--- src/rtl/debug_run_ctrl_if.sv ---
// Host command channel of the debug run controller: one command per valid cycle,
// always ready, with a one-cycle rejection pulse back to the host.
interface debug_run_ctrl_if #(
  parameter int ARG_WIDTH = 16
);
  logic                 i_cmdValid;
  logic [2:0]           i_cmdOp;
  logic [ARG_WIDTH-1:0] i_cmdArg;
  logic                 o_cmdReady;
  logic                 o_cmdError;

  modport master (
    output i_cmdValid, i_cmdOp, i_cmdArg,
    input  o_cmdReady, o_cmdError
  );

  modport slave (
    input  i_cmdValid, i_cmdOp, i_cmdArg,
    output o_cmdReady, o_cmdError
  );
endinterface

--- src/rtl/debug_run_ctrl.sv ---
// Run/step/breakpoint controller driving the registered CPU halt line, with a
// halt event (cause + PC) reported for every transition into HALTED.
module debug_run_ctrl #(
  parameter int ADDR_WIDTH  = 16,
  parameter int COUNT_WIDTH = 16,
  parameter int CYC_WIDTH   = 32
) (
  input  logic                  i_clk,
  input  logic                  i_reset,
  debug_run_ctrl_if.slave       cmd,
  input  logic                  i_instrFinished,
  input  logic [ADDR_WIDTH-1:0] i_pc,
  output logic                  o_halt,
  output logic [1:0]            o_state,
  output logic                  o_evtValid,
  output logic [1:0]            o_evtCause,
  output logic [ADDR_WIDTH-1:0] o_evtPc,
  output logic                  o_bpArmed,
  output logic [CYC_WIDTH-1:0]  o_cycles
);

  typedef enum logic [1:0] {
    ST_HALTED     = 2'd0,
    ST_RUN        = 2'd1,
    ST_STEP_CYC   = 2'd2,
    ST_STEP_INSTR = 2'd3
  } state_e;

  localparam logic [2:0] OP_HALT       = 3'd1;
  localparam logic [2:0] OP_RUN        = 3'd2;
  localparam logic [2:0] OP_STEP_CYC   = 3'd3;
  localparam logic [2:0] OP_STEP_INSTR = 3'd4;
  localparam logic [2:0] OP_SET_BP     = 3'd5;
  localparam logic [2:0] OP_CLR_BP     = 3'd6;
  localparam logic [2:0] OP_RSVD       = 3'd7;

  localparam logic [1:0] CAUSE_HOST  = 2'd0;
  localparam logic [1:0] CAUSE_STEP  = 2'd1;
  localparam logic [1:0] CAUSE_BREAK = 2'd2;

  localparam logic [COUNT_WIDTH-1:0] CNT_ONE = COUNT_WIDTH'(1);

  state_e                 state_q, state_d;
  logic                   halt_q, halt_d;
  logic [COUNT_WIDTH-1:0] rem_q, rem_d;
  logic [ADDR_WIDTH-1:0]  bp_addr_q, bp_addr_d;
  logic                   armed_q, armed_d;
  logic [ADDR_WIDTH-1:0]  last_pc_q, last_pc_d;
  logic                   evt_valid_q, evt_valid_d;
  logic [1:0]             evt_cause_q, evt_cause_d;
  logic [ADDR_WIDTH-1:0]  evt_pc_q, evt_pc_d;
  logic                   cmd_error_q, cmd_error_d;
  logic [CYC_WIDTH-1:0]   cycles_q, cycles_d;

  logic                   running;
  logic                   instr_seen;
  logic                   hit_break, hit_step, hit_host;
  logic [COUNT_WIDTH-1:0] cmd_count;
  logic [ADDR_WIDTH-1:0]  cmd_addr;

  assign cmd_count = cmd.i_cmdArg[COUNT_WIDTH-1:0];
  assign cmd_addr  = cmd.i_cmdArg[ADDR_WIDTH-1:0];

  always_comb begin
    state_d     = state_q;
    rem_d       = rem_q;
    bp_addr_d   = bp_addr_q;
    armed_d     = armed_q;
    last_pc_d   = last_pc_q;
    evt_valid_d = 1'b0;
    evt_cause_d = evt_cause_q;
    evt_pc_d    = evt_pc_q;
    cmd_error_d = 1'b0;

    running    = (state_q != ST_HALTED);
    instr_seen = running && i_instrFinished;
    cycles_d   = cycles_q + {{(CYC_WIDTH-1){1'b0}}, running};

    if (instr_seen) begin
      last_pc_d = i_pc;
    end

    // Halt sources are evaluated on the state as it stands before this edge.
    hit_break = instr_seen && armed_q && (i_pc == bp_addr_q);
    hit_step  = ((state_q == ST_STEP_CYC) && (rem_q == CNT_ONE)) ||
                ((state_q == ST_STEP_INSTR) && instr_seen && (rem_q == CNT_ONE));
    hit_host  = running && cmd.i_cmdValid && (cmd.i_cmdOp == OP_HALT);

    if (state_q == ST_STEP_CYC) begin
      rem_d = rem_q - CNT_ONE;
    end else if ((state_q == ST_STEP_INSTR) && instr_seen) begin
      rem_d = rem_q - CNT_ONE;
    end

    if (cmd.i_cmdValid) begin
      case (cmd.i_cmdOp)
        OP_SET_BP: begin
          bp_addr_d = cmd_addr;
          armed_d   = 1'b1;
        end
        OP_CLR_BP: armed_d = 1'b0;
        OP_RUN, OP_STEP_CYC, OP_STEP_INSTR: begin
          if (running) begin
            cmd_error_d = 1'b1;
          end else if (cmd.i_cmdOp == OP_RUN) begin
            state_d = ST_RUN;
          end else if (cmd_count != '0) begin
            rem_d   = cmd_count;
            state_d = (cmd.i_cmdOp == OP_STEP_CYC) ? ST_STEP_CYC : ST_STEP_INSTR;
          end
        end
        OP_RSVD: cmd_error_d = 1'b1;
        default: ;
      endcase
    end

    // Launch commands only act while halted and halt sources only while running,
    // so the two blocks above and below never compete for state_d.
    if (hit_break || hit_step || hit_host) begin
      state_d     = ST_HALTED;
      rem_d       = '0;
      evt_valid_d = 1'b1;
      evt_pc_d    = instr_seen ? i_pc : last_pc_q;
      if (hit_break) begin
        evt_cause_d = CAUSE_BREAK;
      end else if (hit_step) begin
        evt_cause_d = CAUSE_STEP;
      end else begin
        evt_cause_d = CAUSE_HOST;
      end
    end

    halt_d = (state_d == ST_HALTED);
  end

  always_ff @(posedge i_clk) begin
    if (i_reset) begin
      state_q     <= ST_HALTED;
      halt_q      <= 1'b1;
      rem_q       <= '0;
      bp_addr_q   <= '0;
      armed_q     <= 1'b0;
      last_pc_q   <= '0;
      evt_valid_q <= 1'b0;
      evt_cause_q <= '0;
      evt_pc_q    <= '0;
      cmd_error_q <= 1'b0;
      cycles_q    <= '0;
    end else begin
      state_q     <= state_d;
      halt_q      <= halt_d;
      rem_q       <= rem_d;
      bp_addr_q   <= bp_addr_d;
      armed_q     <= armed_d;
      last_pc_q   <= last_pc_d;
      evt_valid_q <= evt_valid_d;
      evt_cause_q <= evt_cause_d;
      evt_pc_q    <= evt_pc_d;
      cmd_error_q <= cmd_error_d;
      cycles_q    <= cycles_d;
    end
  end

  assign cmd.o_cmdReady = 1'b1;
  assign cmd.o_cmdError = cmd_error_q;
  assign o_halt         = halt_q;
  assign o_state        = state_q;
  assign o_evtValid     = evt_valid_q;
  assign o_evtCause     = evt_cause_q;
  assign o_evtPc        = evt_pc_q;
  assign o_bpArmed      = armed_q;
  assign o_cycles       = cycles_q;

endmodule

--- src/flat_wrapper.sv ---
// flat-port wrapper written by rule: the top's interface ports become plain ports
module debug_run_ctrl_flat 
#(
  parameter int ADDR_WIDTH  = 16,
  parameter int COUNT_WIDTH = 16,
  parameter int CYC_WIDTH   = 32
)
  (i_clk, i_reset, i_instrFinished, i_pc, o_halt, o_state, o_evtValid, o_evtCause, o_evtPc, o_bpArmed, o_cycles, cmd_i_cmdValid, cmd_i_cmdOp, cmd_i_cmdArg, cmd_o_cmdReady, cmd_o_cmdError);
  debug_run_ctrl_if #(.ARG_WIDTH(16)) cmd_i ();
  input  logic i_clk;
  input  logic i_reset;
  input  logic i_instrFinished;
  input  logic [ADDR_WIDTH-1:0] i_pc;
  output logic o_halt;
  output logic [1:0] o_state;
  output logic o_evtValid;
  output logic [1:0] o_evtCause;
  output logic [ADDR_WIDTH-1:0] o_evtPc;
  output logic o_bpArmed;
  output logic [CYC_WIDTH-1:0] o_cycles;
  input wire logic [$bits(cmd_i.i_cmdValid)-1:0] cmd_i_cmdValid;
  input wire logic [$bits(cmd_i.i_cmdOp)-1:0] cmd_i_cmdOp;
  input wire logic [$bits(cmd_i.i_cmdArg)-1:0] cmd_i_cmdArg;
  output wire logic [$bits(cmd_i.o_cmdReady)-1:0] cmd_o_cmdReady;
  output wire logic [$bits(cmd_i.o_cmdError)-1:0] cmd_o_cmdError;
  assign cmd_i.i_cmdValid = cmd_i_cmdValid;
  assign cmd_i.i_cmdOp = cmd_i_cmdOp;
  assign cmd_i.i_cmdArg = cmd_i_cmdArg;
  assign cmd_o_cmdReady = cmd_i.o_cmdReady;
  assign cmd_o_cmdError = cmd_i.o_cmdError;
  debug_run_ctrl #(.ADDR_WIDTH(ADDR_WIDTH), .COUNT_WIDTH(COUNT_WIDTH), .CYC_WIDTH(CYC_WIDTH)) u_core (.i_clk(i_clk), .i_reset(i_reset), .cmd(cmd_i), .i_instrFinished(i_instrFinished), .i_pc(i_pc), .o_halt(o_halt), .o_state(o_state), .o_evtValid(o_evtValid), .o_evtCause(o_evtCause), .o_evtPc(o_evtPc), .o_bpArmed(o_bpArmed), .o_cycles(o_cycles));
endmodule
--- config.mk ---
export PLATFORM = sky130hd
export DESIGN_NAME = debug_run_ctrl_flat
export DESIGN_NICKNAME = d
export VERILOG_FILES = /design/src/rtl/debug_run_ctrl_if.sv /design/src/rtl/debug_run_ctrl.sv /design/src/flat_wrapper.sv
export SDC_FILE = /design/constraint.sdc
export NUM_CORES = 1
export LEC_CHECK = 0
export BUFFER_PORTS_ARGS = -buffer_cell sky130_fd_sc_hd__buf_2
export CORE_MARGIN = 3
export CORE_UTILIZATION = 40
export DETAILED_ROUTE_END_ITERATION = 10
export PLACE_DENSITY = 0.65
export SYNTH_ARGS = -nofsm -noshare
export SYNTH_HDL_FRONTEND = slang
export SYNTH_SLANG_ARGS = --single-unit
--- constraint.sdc ---
create_clock -name i_clk -period 2.6 [get_ports i_clk]
set_clock_uncertainty 0.15 [all_clocks]
set_input_delay 0.26 -clock i_clk [delete_from_list [all_inputs] [get_ports i_clk]]
set_output_delay 0.26 -clock i_clk [all_outputs]
set_load 0.02 [all_outputs]
; Word-level counts from Yosys, hierarchy flattened
; Index checks and enable logic that the tools add are counted.
; W data, S select, Z words.
[op_classes]
div = 0
mul = 0
n_reduce_logical = 20
n_bitwise = 1
mux = 21
magnitude_cmp = 0
addsub = 2
n_shift = 0
n_eq_ne = 11
[op_table]
columns = operator, n
row1 = $mux W16, 8
row2 = $add A32 B1 Y32, 1
row3 = $eq A16 B1 Y1 const B, 1
row4 = $eq A16 B16 Y1, 1
row5 = $reduce_bool A16 Y1, 1
row6 = $sub A16 B1 Y16 const B, 1
row7 = $mux W2, 7
row8 = $eq A3 B3 Y1 const B, 4
row9 = $logic_and A1 B1 Y1, 8
row10 = $eq A3 B2 Y1 const B, 2
row11 = $eq A2 B2 Y1 const B, 2
row12 = $mux W1, 4
row13 = $pmux W1 S2, 2
row14 = $reduce_and A2 Y1, 2
row15 = $reduce_bool A2 Y1, 2
row16 = $reduce_or A2 Y1, 2
row17 = $eq A3 B1 Y1 const B, 1
row18 = $logic_or A1 B1 Y1, 3
row19 = $reduce_or A3 Y1, 1
row20 = $logic_not A2 Y1, 1
row21 = $not A1 Y1, 1
[totals]
mem_bits_rw = 0
register_bits = 104
latchBits = 0
n_memories = 0
romBits = 0

; Longest topological paths before layout
[logic_depth]
depth_word = 10
mapped_depth = 10
depth_no_buf = 9

; Least setup slack after synthesis
; No wires, ideal clock.
[synth_path]
kind = reg-to-reg
start = register u_core.state_q[1] (netlist: u_core.o_state[1])
end = register u_core.cycles_q[22] (netlist: u_core.o_cycles[22])
required_time_ns = 2.322
slack_ns = 0.191
setup_ns = 0.128
arrival_ns = 2.132
stages_incl_launch_ff = 11
n_path_buf = 1
path_cell_list = dfxtp_1 -> clkbuf_1 -> nor2_1 -> inv_2 -> ha_1 -> ha_1 -> and2_1 -> nand4_1 -> nor4_1 -> xnor2_1 -> nor2_1
[synth_via]
elab_chain_cells = 2
[synth_lines]
columns = item, line_no
row1 = "start, declared", debug_run_ctrl.sv:43  ; state_e state_q, state_d;
row2 = "start signal, assigned", debug_run_ctrl.sv:150  ; state_q <= state_d;
row3 = $reduce_bool A2 Y1, debug_run_ctrl.sv:75  ; running = (state_q != ST_HALTED);
row4 = $add A32 B1 Y32, debug_run_ctrl.sv:77  ; cycles_d = cycles_q + {{(CYC_WIDTH-1){1'b0}}, running};
row5 = "end signal, assigned", debug_run_ctrl.sv:160  ; cycles_q <= cycles_d;
row6 = "end, declared", debug_run_ctrl.sv:53  ; logic [CYC_WIDTH-1:0] cycles_q, cycles_d;
; No other way between the ends.
; A chain may end at the register's enable or synchronous reset.

; Worst setup path in the final report
[layout_path]
start = register u_core.rem_q[11]
end = register u_core.evt_pc_q[11] (netlist: u_core.o_evtPc[11])
[layout_via]
elab_chain_cells = 5
elab_cells_between_ends = 6
classes_between = eq/ne: 1 / reduce/logical: 5
[layout_lines]
columns = item, line_no
row1 = "start, declared", debug_run_ctrl.sv:45  ; logic [COUNT_WIDTH-1:0] rem_q, rem_d;
row2 = "start signal, assigned", debug_run_ctrl.sv:152  ; rem_q <= rem_d;
row3 = $eq A16 B1 Y1 *, "debug_run_ctrl.sv:85, debug_run_ctrl.sv:86"
row4 = $logic_and A1 B1 Y1 (on tied branches), "debug_run_ctrl.sv:85, debug_run_ctrl.sv:86"
row5 = $logic_or A1 B1 Y1 *, debug_run_ctrl.sv:85  ; hit_step = ((state_q == ST_STEP_CYC) && (rem_q == CNT_ONE)) ||
row6 = $logic_or A1 B1 Y1 * (2 in a row), debug_run_ctrl.sv:119  ; if (hit_break || hit_step || hit_host) begin
row7 = "end signal, assigned", debug_run_ctrl.sv:158  ; evt_pc_q <= evt_pc_d;
row8 = "end, declared", debug_run_ctrl.sv:51  ; logic [ADDR_WIDTH-1:0] evt_pc_q, evt_pc_d;
; Mark *: on every way between the ends. The rest lies on a longest branch, timed or not.

==> metrics.yaml <==
detailed_routing:
  wirelength_um: 11500
  wire_per_inst_um: 15.3
  drc: 0
  dr_total_vias: 3924
  via_per_inst: 5.22
  first_pass_iters: 4
  drt_iter0_drc: 189
  ant_nets: 0
clocking:
  clock_latency_ps: 340
  clock-sinks: 104
  cts_max_level: 3
  clockBufferDepth: 2
  clk_pin_slew_ps: 70
  cts_root_buf: "clkbuf_16"
  cts_resized: 0
  cts_made_buffers: 9
  cts_setup_buffers: 0
  cts_tree: "yes"
  ctsHoldBuffers: 0
placement:
  place.gp.congestion: 0.793
  dp_cells: 738
  io_buffers: 94
  hpwl_um: 8360
yosys:
  synth_edf_count: 0
  avgSynthCellArea_um2: 8.77
  syn-num-nets: 568
  synth_seq_area_share: 0.452
  syn_area_um2: 4600
  async_flop_share: 0
  ys_ff_latch: 104
  ys.warnings.count: 0
  synthCells: 525
  yosysUniqueCellTypes: 51
  ys.flop_type: "dfxtp_1"
flow_run:
  drv_cap: 0
timing:
  min_period_ps: 2290
  drv_slew: 0
  rsz0062_at_grt: "false"
  relSlewSlack: 0.453
  fmax_ghz: 0.437
  tightest_slew_ps: 818
  setup_tns_ps: 0
  hold_violations: 0
  setup_violations: 0
  fin_crit_sh: 0.880
global_routing:
  grt_max_degree: 33
  grt_overflow: 0
  grt_pass1_wl_um: 19100
  antenna_found_initial: 0
  first_global_vias: 3757
  gr-usage-all-layers: 0.184
power:
  power_density_nw_per_um2: 631
  leakagePower_nw: 2.11
  ir_drop_mv: 0.348
run_status:
  status: "finished, final reports clean"
layout:
  num_antenna_cells: 0
  fill_cells: 1052
  fin_cells: 752
  nNetsFinal: 652
  syn_to_final_growth_pct: 19.3
  drive_gt1_frac: 0.229
  final_util: 0.498
hold_path:
  hold_class: "input pin to register"
critical_path:
  path_max_fanout: 17
  crit_type: "register to register"
  startpoint_type: "register"
  worst_ep_required_time_ps: 2680
  path_cells: "or4_4 > or4_4 > o21ai_4 > a211oi_4 > a22o_1"
  cp_slowest_cell: "or4_4"
  cp-end-kind: "register"
  critPathMaxStageDelay_ps: 550
  cpMostUsedCell: "or4_4"
  crit_arrival_ps: 2370
floorplan:
  die_w_um: 113
  dieArea_um2: 12800
  rows: 38
  core_area_um2: 11000
  ios: 96
  start_util: 0.417
  die_y_um: 113
[stage by stage]
step                hold slack [ps]  power (mW)  setup WS [ps]  area (µm²)
floorplan                       240        1.97            191        4600
global placement                294        2.07            333        5180
detailed placement              298        2.08            317        5180
CTS                            25.9        3.50            309        5490
global route                   41.6        3.60            117        5490
finish                         40.4        3.46            312        5490
[power by group]
part	total, mW	internal [mW]	switching [mW]
clock	1.42	0.835	0.584
sequential	1.68	1.64	0.0391
combinational	0.364	0.151	0.213
[synth_stat cells, types with 4 or more instances]
cell type / instances / area share
and3_1: 4 / 0.0054
and4_1: 4 / 0.0076
clkbuf_1: 21 / 0.017
ha_1: 4 / 0.011
xor2_1: 14 / 0.027
inv_1: 8 / 0.0065
dfxtp_1: 104 / 0.45
nor2b_1: 5 / 0.0068
or4_1: 4 / 0.0065
a22o_1: 16 / 0.030
nor3_1: 7 / 0.0076
a211oi_2: 9 / 0.024
nand4_1: 13 / 0.018
xnor2_1: 44 / 0.084
nor4_1: 19 / 0.026
or3_1: 5 / 0.0068
nand2_1: 81 / 0.066
a21oi_1: 43 / 0.047
a211oi_1: 8 / 0.013
nor2_1: 57 / 0.046
nand3_1: 14 / 0.015
[worst paths after layout]
check,from,to,slack [ps],depth (start not counted)
hold reg to reg,u_core.o_evtCause[1],u_core.o_evtCause[1],310,2
hold / removal,cmd_i_cmdArg[3],u_core.bp_addr_q[3],40,3
setup reg to reg,u_core.rem_q[11],u_core.o_evtPc[11],310,5
setup / recovery,u_core.rem_q[11],u_core.o_evtPc[11],310,5
[logic make-up after synthesis]
group / after synthesis / synth area share
flops: 104 / 0.452
buf+inv: 39 / 0.0389
simple gates: 229 / 0.244
xor+xnor: 58 / 0.110
other cells: 1 / 0.000815
fa+ha+maj: 4 / 0.0109
compound gates: 90 / 0.143
[registers in the layout (all words and copies together), names as in the netlist, 2 cells and up]
name               cells
u_core.bp_addr_q      16
u_core.last_pc_q      16
u_core.o_cycles       32
u_core.o_evtCause      2
u_core.o_evtPc        16
u_core.o_state         2
u_core.rem_q          16
[cell type report]
| class | instances | area, µm² | area share |
|---|---|---|---|
| Clock buffer | 9 | 225 | 0.0410 |
| Clock inverter | 5 | 81.3 | 0.0148 |
| Sequential cell | 104 | 2080 | 0.379 |
| Tap cell | 140 | 175 | 0.0319 |
| Multi-Input combinational cell | 382 | 2340 | 0.426 |
| Timing Repair Buffer | 103 | 551 | 0.100 |
| Inverter | 9 | 33.8 | 0.00615 |
[layout by cell type (no fill, tap or decap), types with 13 or more instances in the layout]
| cell type | count |
|---|---|
| dfxtp_1 | 104 |
| buf_2 | 94 |
| nand2_1 | 81 |
| nor2_1 | 57 |
| xnor2_1 | 44 |
| a21oi_1 | 43 |
| nor4_1 | 19 |
| a22o_1 | 16 |
| nand3_1 | 14 |
| xor2_1 | 14 |
| nand4_1 | 13 |
[critical path, delay by kind of cell, from the launching register on]
family,cells,cell delay [ps]
simple gates,2,1030
flops,1,340
compound gates,3,660
[routing by layer]
layer  share of wire  vias to the layer above  GRT usage
met1            0.47                     1820      0.252
met4           0.021                        0     0.0729
li1                -                     1975          -
met3           0.063                       22     0.0449
met5               0                        -          0
met2            0.45                      107      0.278
(Power assumes the default switching activity.)
